--- config.mk ---
export PLATFORM = sky130hd
export DESIGN_NAME = fetch_unit
export DESIGN_NICKNAME = d
export VERILOG_FILES = /design/src/rtl/cpu_pkg.sv /design/src/rtl/program_counter.sv /design/src/rtl/fetch_unit.sv
export SDC_FILE = /design/constraint.sdc
export NUM_CORES = 1
export LEC_CHECK = 0
export CAP_MARGIN = 20
export CORE_MARGIN = 5
export CORE_UTILIZATION = 38
export DETAILED_ROUTE_END_ITERATION = 8
export PLACE_DENSITY_LB_ADDON = 0.2
export SYNTH_ARGS = -nofsm -noshare
export SYNTH_HDL_FRONTEND = slang
export SYNTH_SLANG_ARGS = --single-unit
--- constraint.sdc ---
create_clock -name clock_in -period 1.6 [get_ports clock_in]
set_input_delay 0.32 -clock clock_in [delete_from_list [all_inputs] [get_ports clock_in]]
set_output_delay 0.32 -clock clock_in [all_outputs]
set_load 0.005 [all_outputs]
--- src/rtl/cpu_pkg.sv ---
// cpu_pkg: shared opcode, fetch-state and width definitions for the accumulator CPU
package cpu_pkg;
   localparam int DATA_WIDTH        = 11;
   localparam int INSTRUCTION_WIDTH = 15;
   localparam int WORD_WIDTH        = INSTRUCTION_WIDTH + 1;
   localparam int OPCODE_WIDTH      = INSTRUCTION_WIDTH - DATA_WIDTH + 1;

   typedef enum logic [OPCODE_WIDTH-1:0] {
      HLT, STO, LD, LDI, ADD, ADDI, SUB, SUBI,
      BEQ, BNE, BGT, BGE, BLT, BLE, JMP
   } opcode_t;

   typedef enum logic [1:0] {S_IDLE, S_FETCH, S_EXEC} fetch_state_t;
endpackage

--- src/rtl/program_counter.sv ---
// program_counter: PC register with clear, branch-target load and increment (wraps modulo 2**W)
module program_counter #(
   parameter int W = 11
) (
   input  logic         clock_in,
   input  logic         reset_in,
   input  logic         clr_in,
   input  logic         ld_in,
   input  logic         inc_in,
   input  logic [W-1:0] target_in,
   output logic [W-1:0] pc_out
);
   logic [W-1:0] pc_d, pc_q;

   // clear beats load beats increment
   always_comb pc_d = clr_in ? '0 : ld_in ? target_in : inc_in ? pc_q + W'(1) : pc_q;

   // PC register, synchronous active-low reset
   always_ff @(posedge clock_in) pc_q <= !reset_in ? '0 : pc_d;

   assign pc_out = pc_q;
endmodule

--- src/rtl/fetch_unit.sv ---
// fetch_unit: instruction fetch stage owning PC and IR, with req/ack instruction-memory port
module fetch_unit
   import cpu_pkg::*;
#(
   parameter int DATA_WIDTH        = 11,
   parameter int INSTRUCTION_WIDTH = 15
) (
   input  logic                                  clock_in,
   input  logic                                  reset_in,
   output logic                                  imem_req_out,
   output logic [DATA_WIDTH-1:0]                 imem_addr_out,
   input  logic                                  imem_ack_in,
   input  logic [INSTRUCTION_WIDTH:0]            imem_data_in,
   input  logic                                  pc_wr_in,
   input  logic                                  branch_in,
   input  logic                                  pc_reset_in,
   input  logic                                  ir_reset_in,
   output logic [INSTRUCTION_WIDTH-DATA_WIDTH:0] op_code_out,
   output logic [DATA_WIDTH-1:0]                 operand_out,
   output logic [DATA_WIDTH-1:0]                 pc_out,
   output logic                                  ir_valid_out,
   output logic                                  halted_out
);
   localparam int OW = INSTRUCTION_WIDTH - DATA_WIDTH + 1;

   fetch_state_t                 state_d, state_q;
   logic [INSTRUCTION_WIDTH:0]   ir_d, ir_q;
   logic                         ir_valid_d, ir_valid_q;
   logic                         pc_clr, pc_ld, pc_inc;

   program_counter #(.W(DATA_WIDTH)) u_pc (
      .clock_in  (clock_in),
      .reset_in  (reset_in),
      .clr_in    (pc_clr),
      .ld_in     (pc_ld),
      .inc_in    (pc_inc),
      .target_in (operand_out),
      .pc_out    (pc_out)
   );

   // next-state: normal fetch/exec flow, then decoder resets override it (dropping pc_wr and any ack)
   always_comb begin
      state_d    = state_q;
      ir_d       = ir_q;
      ir_valid_d = ir_valid_q;
      pc_clr     = 1'b0;
      pc_ld      = 1'b0;
      pc_inc     = 1'b0;
      case (state_q)
         S_IDLE:  state_d = S_FETCH;
         S_FETCH: if (imem_ack_in) begin
            ir_d       = imem_data_in;
            ir_valid_d = 1'b1;
            state_d    = S_EXEC;
         end
         S_EXEC:  if (pc_wr_in) begin
            pc_ld      = branch_in;
            pc_inc     = !branch_in;
            ir_valid_d = 1'b0;
            state_d    = S_FETCH;
         end
         default: state_d = S_IDLE;
      endcase
      if (pc_reset_in || ir_reset_in) begin
         pc_clr     = pc_reset_in;
         pc_ld      = 1'b0;
         pc_inc     = 1'b0;
         ir_d       = ir_reset_in ? '0 : ir_q;
         ir_valid_d = ir_reset_in ? 1'b0 : ir_valid_q;
         state_d    = (ir_reset_in || state_q != S_EXEC) ? S_FETCH : S_EXEC;
      end
   end

   // FSM and IR registers, synchronous active-low reset
   always_ff @(posedge clock_in) begin
      if (!reset_in) begin
         state_q    <= S_IDLE;
         ir_q       <= '0;
         ir_valid_q <= 1'b0;
      end else begin
         state_q    <= state_d;
         ir_q       <= ir_d;
         ir_valid_q <= ir_valid_d;
      end
   end

   assign imem_req_out  = state_q == S_FETCH;
   assign imem_addr_out = pc_out;
   assign op_code_out   = ir_q[INSTRUCTION_WIDTH:DATA_WIDTH];
   assign operand_out   = ir_q[DATA_WIDTH-1:0];
   assign ir_valid_out  = ir_valid_q;
   assign halted_out    = ir_valid_q && op_code_out == OW'(HLT);
endmodule

==> metrics <==
number of nets in the synthesized netlist 215; number of clock buffers inserted by TritonCTS 5; unrepaired setup endpoints after global routing yes; Worst Setup End Kind output pin; data arrival at the endpoint of the critical path 1410 ps; P&R area growth vs syn 60.4%; peak supply drop 0.676 mV; most frequently used flop master after synthesis sky130_fd_sc_hd__dfxtp_1; cell taking the most area after synthesis sky130_fd_sc_hd__dfxtp_1; antenna diode count 0; area share of the largest cell type after synthesis 40.2%; Hold Worst Slack 477 ps; most numerous cell in the Yosys netlist sky130_fd_sc_hd__nand2_1; most frequent cells after synthesis sky130_fd_sc_hd__nand2_1 (43), sky130_fd_sc_hd__dfxtp_1 (30), sky130_fd_sc_hd__a21oi_1 (27); Post-synth EDFFs 0; proportion of layout cells with a drive suffix above 1 20.8%; cell depth of the worst min-delay path 2; GRT Overall Usage 16.9%; Final HPWL DP 3220 µm; run status finished, violations left; initial antenna violation count 0; Least-Margin Pin Slew 321 ps; TritonCTS Sinks 30; total of endpoints with negative setup slack in the final report 1; Longest Clk Path Bufs 2; hold buffer count at cts 0; Hold Crit Class register to register; pin count of the biggest net entering global routing 17; Final Cycle Share 108%; Rel. slew slack 78.3%; number of buffer cells added on primary ports 63; critical-path maximum fanout 2; Cells after Synth 191; min setup slack post-route -133 ps; wire length of the first global-routing pass 6950 µm; per-cell routed wire length 13.5 µm; Die ar. 5290 µm²; required time reported for the critical path endpoint 1280 ps; CTS clock-pin slew for the worst setup and hold paths 70 ps; placed cell count 304; Finished Layout Cells 313; type of element launching the critical path register; filler instances 350; final wirelength 4230 µm; number of warnings reported in the yosys synthesis log 0; Max Freq 0.577 GHz; last weighted congestion value of the routability-driven placer 0.808; cell types occupying the most area after synthesis sky130_fd_sc_hd__dfxtp_1 (40%), sky130_fd_sc_hd__nand2_1 (11%), sky130_fd_sc_hd__a21oi_1 (9.0%); register bit total from synthesis 30; Pwr per Cell Area 707 nW/µm²; reported max-cap violation count 0; clock network latency to the later pin of the worst-skew pair 280 ps; chip height 72.7 µm; count of cells along the worst register-to-register path 5; mapped cell area 1490 µm²; average cell area after synthesis 7.82 µm²; buffer type at the clock tree root sky130_fd_sc_hd__clkbuf_8; number of H-tree levels 2; ports placed on the boundary 64; Horiz. Die Dim 72.7 µm; CTS tree built; detailed router's first-iteration violation count 135; final-report max-slew violation count 0; # DRC 0; sequential-to-total area share from yosys stat 40.2%; vias in the first global route 1515; Clock Skews 8.32 ps; iteration count of the initial detailed-routing pass 4; total number of nets in the final design 288; Leakage Power 0.953 nW; floorplan core area 3740 µm²; number of nets with antenna violations after routing 0; sum of overflow across all layers after global routing 0; mean number of vias per cell 5.13; Final Hold Fails 0; CP Class register to output pin; initial core utilization 39.9%; shortest period the worst path allows 1730 ps; number of core rows 22; total via count after detailed routing 1605; Yosys cell types 36; post-synthesis async set-or-reset flop share 0%; violations in the final reports setup timing
-- critical path: stages (launching register included) --
cell and delay [ps]:
sky130_fd_sc_hd__dfxtp_1 320, sky130_fd_sc_hd__or4b_4 550, sky130_fd_sc_hd__nor3_4 120, sky130_fd_sc_hd__buf_2 130
-- where the power goes --
group / internal, mW / leakage (nW) / switching, mW
sequential: 0.756 / 0.249 / 0.00674
combinational: 0.106 / 0.646 / 0.0744
clock: 0.458 / 0.0579 / 0.293
-- stage by stage --
| step | instance area, µm² | TNS [ps] | utilization [%] | setup slack, ps | power (mW) |
|---|---|---|---|---|---|
| 5_1_grt | 2400 | -186 | 64.0 | -186 | 1.77 |
| 2_1_floorplan | 1490 | 0 | - | 30.3 | 0.845 |
| 3_3_place_gp | 2230 | -3180 | 59.7 | -337 | 0.954 |
| 6_report | 2400 | -133 | 64.0 | -133 | 1.69 |
| 3_5_place_dp | 2230 | -3710 | 59.7 | -390 | 0.955 |
| 4_1_cts | 2360 | -177 | 63.0 | -177 | 1.71 |
-- cell families (layout without fill, tap and decap cells) --
kind of cell             after synthesis  after routing  share of synthesized area, %
AND/OR/NAND/NOR                       77             77                          25.0
AO/OA/AOI/OAI                         57             57                          23.1
multiplexers                           2              2                          1.34
buffers and inverters                 24             98                          9.55
adder cells (fa/ha/maj)                1              1                         0.837
flip-flops                            30             30                          40.2
-- flip-flops by register name (all words and copies together) (netlist names) --
register and count:
state_q 2, ir_valid_out 1, ir_q 16, u_pc.pc_out 11
-- placed cells by master (no fill, tap or decap), types with 2 or more instances in the layout --
master	count
sky130_fd_sc_hd__a211oi_1	4
sky130_fd_sc_hd__a21o_1	2
sky130_fd_sc_hd__a21oi_1	27
sky130_fd_sc_hd__a22o_1	2
sky130_fd_sc_hd__a31oi_1	3
sky130_fd_sc_hd__a32o_1	2
sky130_fd_sc_hd__and4_1	3
sky130_fd_sc_hd__buf_4	25
sky130_fd_sc_hd__clkbuf_8	5
sky130_fd_sc_hd__clkdlybuf4s50_1	56
sky130_fd_sc_hd__clkinv_2	2
sky130_fd_sc_hd__dfxtp_1	16
sky130_fd_sc_hd__dfxtp_2	14
sky130_fd_sc_hd__dlymetal6s2s_1	6
sky130_fd_sc_hd__mux2i_1	2
sky130_fd_sc_hd__nand2_1	43
sky130_fd_sc_hd__nand2b_1	4
sky130_fd_sc_hd__nand3_1	5
sky130_fd_sc_hd__nand4_1	3
sky130_fd_sc_hd__nor2_1	8
sky130_fd_sc_hd__nor2b_1	2
sky130_fd_sc_hd__nor3_2	2
sky130_fd_sc_hd__o21ai_0	8
sky130_fd_sc_hd__o31ai_1	3
sky130_fd_sc_hd__or3_1	2
-- per-layer routing --
metal / GRT usage [%] / wire length [µm] / vias up
met3: 5.23 / 366 / 7
met5: 0 / 0 / -
li1: - / - / 813
met4: 7.79 / 79 / 0
met1: 21.0 / 1820 / 725
met2: 26.5 / 1970 / 60
-- final cells by class --
cell class | count | area, µm² | area share [%]
well taps | 48 | 60.1 | 2.51
clock inverters | 3 | 40.0 | 1.67
multi-input cells | 137 | 766 | 32.0
inverters | 1 | 3.75 | 0.157
repair buffers | 89 | 840 | 35.0
flip-flops and latches | 30 | 618 | 25.8
clock buffers | 5 | 68.8 | 2.87
-- timing repair --
| item | CTS | global route |
|---|---|---|
| pin swaps | 1 | 1 |
| resized for setup | 11 | 17 |
| endpoints found under the setup margin | 8 | 17 |
| setup buffers | 1 | 0 |
| endpoints found under the hold margin | 0 | 0 |
-- path summary, 6_finish.rpt --
path	from	to	slack, ps
setup / recovery	ir_q[15]$_SDFFE_PN0P_	halted_out	-130
hold reg to reg	ir_q[3]$_SDFFE_PN0P_	ir_q[3]$_SDFFE_PN0P_	480
setup reg to reg	state_q[0]$_SDFFE_PN0P_	u_pc.pc_out[2]$_SDFFE_PP0P_	60
hold / removal	ir_q[3]$_SDFFE_PN0P_	ir_q[3]$_SDFFE_PN0P_	480
No activity file was read; power rests on OpenSTA's default activity.
